## src/rtl/univ_shift_pkg.sv

```systemverilog
// univ_shift_pkg: MODE encodings and FSM states shared by univ_shift_reg and its bench.
package univ_shift_pkg;

    typedef enum logic [1:0] {
        MODE_HOLD = 2'b00,
        MODE_SHR  = 2'b01,
        MODE_SHL  = 2'b10,
        MODE_LOAD = 2'b11
    } mode_e;

    typedef enum logic {
        ST_IDLE  = 1'b0,
        ST_SHIFT = 1'b1
    } state_e;

    function automatic int cnt_width(input int width);
        return $clog2(width + 1);
    endfunction

endpackage

```

## src/rtl/shift_cnt.sv

```systemverilog
// shift_cnt: burst shift counter; tc flags the step whose increment reaches WIDTH.
module shift_cnt
    import univ_shift_pkg::*;
#(
    parameter int WIDTH = 8
) (
    input  logic clk,
    input  logic rst_n,
    input  logic clr,
    input  logic inc,
    output logic tc
);

    localparam int CW = cnt_width(WIDTH);

    logic [CW-1:0] count;

    // Parks at WIDTH after the final step; only a new load clears it, so it never wraps.
    always_ff @(posedge clk or negedge rst_n) begin
        if (!rst_n)
            count <= '0;
        else if (clr)
            count <= '0;
        else if (inc)
            count <= count + CW'(1);
    end

    assign tc = (count == CW'(WIDTH - 1));

endmodule

```

## src/rtl/univ_shift_reg.sv

```systemverilog
// univ_shift_reg: universal shift register with manual modes and an automatic
// load-then-shift-out burst (LSB first on SOUT).
module univ_shift_reg
    import univ_shift_pkg::*;
#(
    parameter int              WIDTH   = 8,
    parameter logic [WIDTH-1:0] RST_VAL = {WIDTH{1'b0}}
) (
    input  logic             CLK,
    input  logic             CLR,
    input  logic             EN,
    input  logic [1:0]       MODE,
    input  logic [WIDTH-1:0] D,
    input  logic             SIN_L,
    input  logic             SIN_R,
    input  logic             START,
    output logic [WIDTH-1:0] Q,
    output logic             SOUT,
    output logic             BUSY,
    output logic             DONE
);

    state_e           state;
    state_e           state_nxt;
    logic [WIDTH-1:0] q_nxt;
    logic [WIDTH-1:0] q_manual;
    logic             load;
    logic             step;
    logic             tc;

    assign load = EN && (state == ST_IDLE) && START;
    assign step = EN && (state == ST_SHIFT);

    shift_cnt #(.WIDTH(WIDTH)) u_cnt (
        .clk   (CLK),
        .rst_n (CLR),
        .clr   (load),
        .inc   (step),
        .tc    (tc)
    );

    always_ff @(posedge CLK or negedge CLR) begin
        if (!CLR)
            state <= ST_IDLE;
        else
            state <= state_nxt;
    end

    always_comb begin
        state_nxt = load ? ST_SHIFT : (step && tc) ? ST_IDLE : state;
    end

    always_comb begin
        BUSY = (state == ST_SHIFT);
        SOUT = Q[0];
    end

    always_comb begin
        q_manual = (MODE == MODE_SHR)  ? {SIN_L, Q[WIDTH-1:1]} :
                   (MODE == MODE_SHL)  ? {Q[WIDTH-2:0], SIN_R} :
                   (MODE == MODE_LOAD) ? D : Q;
        q_nxt    = load ? D :
                   step ? {SIN_L, Q[WIDTH-1:1]} :
                   (EN && state == ST_IDLE) ? q_manual : Q;
    end

    // DONE is refreshed every edge so the pulse ends even while EN is low.
    always_ff @(posedge CLK or negedge CLR) begin
        if (!CLR) begin
            Q    <= RST_VAL;
            DONE <= 1'b0;
        end else begin
            Q    <= q_nxt;
            DONE <= step && tc;
        end
    end

endmodule

```

## config.mk

```make
export PLATFORM = sky130hd
export DESIGN_NAME = univ_shift_reg
export DESIGN_NICKNAME = d
export VERILOG_FILES = /design/src/rtl/univ_shift_pkg.sv /design/src/rtl/shift_cnt.sv /design/src/rtl/univ_shift_reg.sv
export SDC_FILE = /design/constraint.sdc
export NUM_CORES = 1
export LEC_CHECK = 0
export CAP_MARGIN = 0
export CORE_MARGIN = 2
export CORE_UTILIZATION = 30
export DETAILED_ROUTE_END_ITERATION = 12
export GPL_TIMING_DRIVEN = 0
export SLEW_MARGIN = 20
export SYNTH_ARGS = -nofsm -noshare
export SYNTH_HDL_FRONTEND = slang
export SYNTH_SLANG_ARGS = --single-unit
```

## constraint.sdc

```tcl
create_clock -name CLK -period 1.7 [get_ports CLK]
set_input_delay 0.255 -clock CLK [delete_from_list [all_inputs] [get_ports CLK]]
set_output_delay 0.255 -clock CLK [all_outputs]
set_load 0.02 [all_outputs]
```

==> results of run 1 <==
-- metal layers --
metal,up-vias,GRT usage (%)
met4,0,9.73
li1,487,-
met1,468,21.4
met3,12,3.52
met2,54,26.2
met5,-,0
-- state kept, by name (all words and copies together), names as in the netlist --
signal,count
u_cnt.count,4
DONE,1
Q,8
BUSY,1
-- metrics by stage --
stage | total power, mW | util, % | hold slack [ps] | TNS [ps]
global route | 1.84 | 40.9 | 409 | 0
floorplan | 1.12 | - | -40.6 | 0
detailed placement | 1.46 | 39.7 | 501 | -508
finish | 1.71 | 40.9 | 348 | 0
global placement | 1.44 | 39.7 | 489 | -285
CTS | 1.71 | 40.8 | 387 | 0
-- kinds of logic after synthesis --
logic type               count (synthesis)  synth area share [%]
adder cells (fa/ha/maj)                  1                  1.25
multiplexers                             9                  8.97
buffers and inverters                   11                  7.85
AO/OA/AOI/OAI                           34                  26.2
flip-flops                              14                  34.9
AND/OR/NAND/NOR                         48                  20.9
-- power by group through the flow --
stage	combinational (mW)	sequential, mW	clock [mW]
finish	0.841	0.610	0.259
global placement	0.826	0.612	0
CTS	0.848	0.609	0.256
floorplan	0.438	0.677	0
detailed placement	0.844	0.611	0
global route	0.932	0.630	0.280
-- layout make-up --
cell class              count  area share [%]
inverters                   1           0.279
plain buffers              10            5.59
repair buffers             24            18.2
flip-flops and latches     14            26.1
multi-input cells          92            42.8
well taps                  46            4.28
clock buffers               4            2.70
-- cell usage after synthesis, types with 2 or more instances --
| library cell | count |
|---|---|
| buf_6 | 4 |
| clkbuf_1 | 2 |
| mux2i_1 | 9 |
| a222oi_1 | 6 |
| dfrtp_1 | 14 |
| buf_2 | 3 |
| o211ai_1 | 2 |
| nand3_1 | 9 |
| nor2_1 | 10 |
| a22o_1 | 4 |
| o21a_1 | 2 |
| nand2_1 | 22 |
| o21ai_0 | 8 |
| o21ai_1 | 4 |
| o31ai_1 | 6 |
-- timing repair --
item                                    4_1_cts  5_1_grt
hold buffers                                  0        0
endpoints found under the setup margin        0        2
gates resized for setup                       0        2
-- final timing paths --
kind	endpoint
max in group asynchronous	Q[3]
hold / removal	DONE
min in group CLK	Q[6]
hold reg to reg	DONE
setup reg to reg	Q[4]
setup / recovery	Q[6]
==> tab_implementation.tex, run 1 <==
\begin{tabular}{lr}
\hline
Metric & Value \\
\hline
\multicolumn{2}{l}{\textbf{Status}} \\
Result of the run & complete, no violations \\
\multicolumn{2}{l}{\textbf{Global routing}} \\
Wire length of the first global-routing pass & 4.68 mm \\
GR Util All Layers & between 10\% and 20\% \\
Initial antenna violation count & 0 \\
Number of global-route vias before repair & 999 \\
Total congestion overflow & 0 \\
Largest net degree at the start of global routing & 15 \\
\multicolumn{2}{l}{\textbf{Setup path}} \\
CP max stage cell & clkdlybuf4s50\_1 \\
Crit path capture type & primary output \\
Register-to-Register Path Depth & 4 \\
Crit start category & flop \\
Sequence of cells on the critical path & clkdlybuf4s50\_1 \\
Worst path top cell family by delay & buffers and inverters \\
Crit Path Class & flop to primary output \\
Worst setup startpoint & Q[6] \\
Arrival @ worst endpoint & $\sim$1400 ps \\
Largest incremental delay on the critical path & about 630 ps \\
Worst R2R Start & BUSY \\
Number of buffer and inverter instances along the worst setup path & 1 \\
Worst reg-to-reg setup slack & 150 ps \\
Critical Path Stages & 1 \\
Required arrival time at the worst endpoint & between 1000 and 1500 ps \\
Maximum fanout along the worst path & 5 \\
\multicolumn{2}{l}{\textbf{Power}} \\
Internal cell power & 1.00 mW \\
Switching Share & 41.3\% \\
Logic gate share of total power & 49.2\% \\
Leakage power figure & 0.594 nW \\
Flop pwr share & 35.7\% \\
Ratio of total power to cell area & 1270 nW/µm² \\
Worst IR drop on VDD & 0.000367 V \\
Sw Pwr & $\sim$0.71 mW \\
Clk pwr share & 15.1\% \\
\multicolumn{2}{l}{\textbf{Final layout}} \\
Multi-input combinational cell area & 576 µm² \\
ANT cells & 0 \\
Cell Count, Final, Fillers Out & 191 \\
Leading cell types in the layout, fill and taps excluded & nand2\_1, clkdlybuf4s50\_1, dfrtp\_1 \\
Register Area & $\sim$350 µm² \\
Fraction of layout instances using a drive strength above 1 & 9.66\% \\
Final layout net count & 163 \\
Design Area, Final & 1340 µm² \\
Fill cell total of the finished layout & 327 \\
Synth-to-layout area growth & 33.7\% \\
\multicolumn{2}{l}{\textbf{Route}} \\
Detailed-routed wire length on met2 & 1.32 mm \\
Wire length on met3 & 176 µm \\
Via count & roughly 1000 \\
Number of nets with antenna violations after routing & 0 \\
Wire length after detailed routing & 2.82 mm \\
Number of DRC violations after detailed-routing iteration 0 & 53 \\
Residual DRC & 0 \\
Post-route met1 wirelength & 1.26 mm \\
Vias per Instance & 5.35 \\
TritonRoute pass-1 iters & 4 \\
Wire per inst & 14.8 µm \\
Top layer in use & met4 \\
\multicolumn{2}{l}{\textbf{Logic synthesis}} \\
Synth area leaders & dfrtp\_1, mux2i\_1, nand2\_1 \\
Post-synthesis area per instance & 8.59 µm² \\
Nets in the synthesized netlist & 134 \\
Prevailing post-synth register cell & dfrtp\_1 \\
Count of unique library cells instantiated by Yosys & 27 \\
Post-Synthesis Cells & 117 \\
Post-synthesis register bit count & 14 \\
Dominant cell type by area after synthesis & dfrtp\_1 \\
Mapped cell area & around 1000 µm² \\
Post-synthesis sequential area ratio & 34.9\% \\
YS warnings & 0 \\
Post-synth top area share & 34.9\% \\
Synth async-reset ratio & 100\% \\
Number of flops mapped to enable cells by yosys & 0 \\
\multicolumn{2}{l}{\textbf{Floorplanning}} \\
DIE AREA & 3830 µm² \\
Initial Util & 30.6\% \\
Horizontal die dimension & 61.9 µm \\
Core ar. & 3280 µm² \\
Count of pins on the block boundary & 27 \\
Std cell rows & 21 \\
Die H & approximately 62 µm \\
\multicolumn{2}{l}{\textbf{Placement}} \\
Placer congestion estimate & 0.800 \\
Post-DP Area & 1300 µm² \\
Setup WS pre-CTS & -131 ps \\
Half-perimeter wire length after detailed placement & 2.01 mm \\
\# placed instances & 187 \\
Number of buffers added on ports & 24 \\
\multicolumn{2}{l}{\textbf{Timing}} \\
Part of the cycle the worst path needs & 95.6\% \\
Worst slew margin & between 50\% and 60\% \\
Setup WS post-layout & 75.3 ps \\
Final Critical Period & between 1500 and 2000 ps \\
Number of slew-limit violations in the final report & 0 \\
RSZ-0062 raised after global routing & no \\
Highest clock frequency the design can meet & 615 MHz \\
Final count of negative-setup-slack endpoints & 0 \\
Worst setup skew after layout & 16.0 ps \\
Least-Margin Pin Slew & 661 ps \\
Final hold violation count & 0 \\
\multicolumn{2}{l}{\textbf{Clocking}} \\
Worst-path clk slew & around 110 ps \\
TritonCTS clock tree & done \\
Longest Clk Path Bufs & 2 \\
CTS Buf Count & 3 \\
CTS root buffer & clkbuf\_4 \\
H-tree depth reported by CTS & 1 \\
CTS sink cnt & 14 \\
Clock latency at the later pin of the worst-skew pair & approximately 300 ps \\
Postcts setup bufs & 0 \\
\multicolumn{2}{l}{\textbf{Flow run}} \\
Number of violations of the max-capacitance limit & 0 \\
\multicolumn{2}{l}{\textbf{Worst hold path}} \\
Hold crit path type & input pin to asynchronous set/reset pin \\
\hline
\end{tabular}
Note: power is estimated with default switching activity, not from simulation.
==> run 2, diff against run 1 <==
--- a/config.mk
+++ b/config.mk
@@ -5,6 +5,7 @@
 export SDC_FILE = /design/constraint.sdc
 export NUM_CORES = 1
 export LEC_CHECK = 0
+export ABC_CLOCK_PERIOD_IN_PS = 1700
 export CAP_MARGIN = 0
 export CORE_MARGIN = 2
 export CORE_UTILIZATION = 30
==> results of run 2 <==
Same layout as run 1: the final DEF is identical, and so are final timing and power.
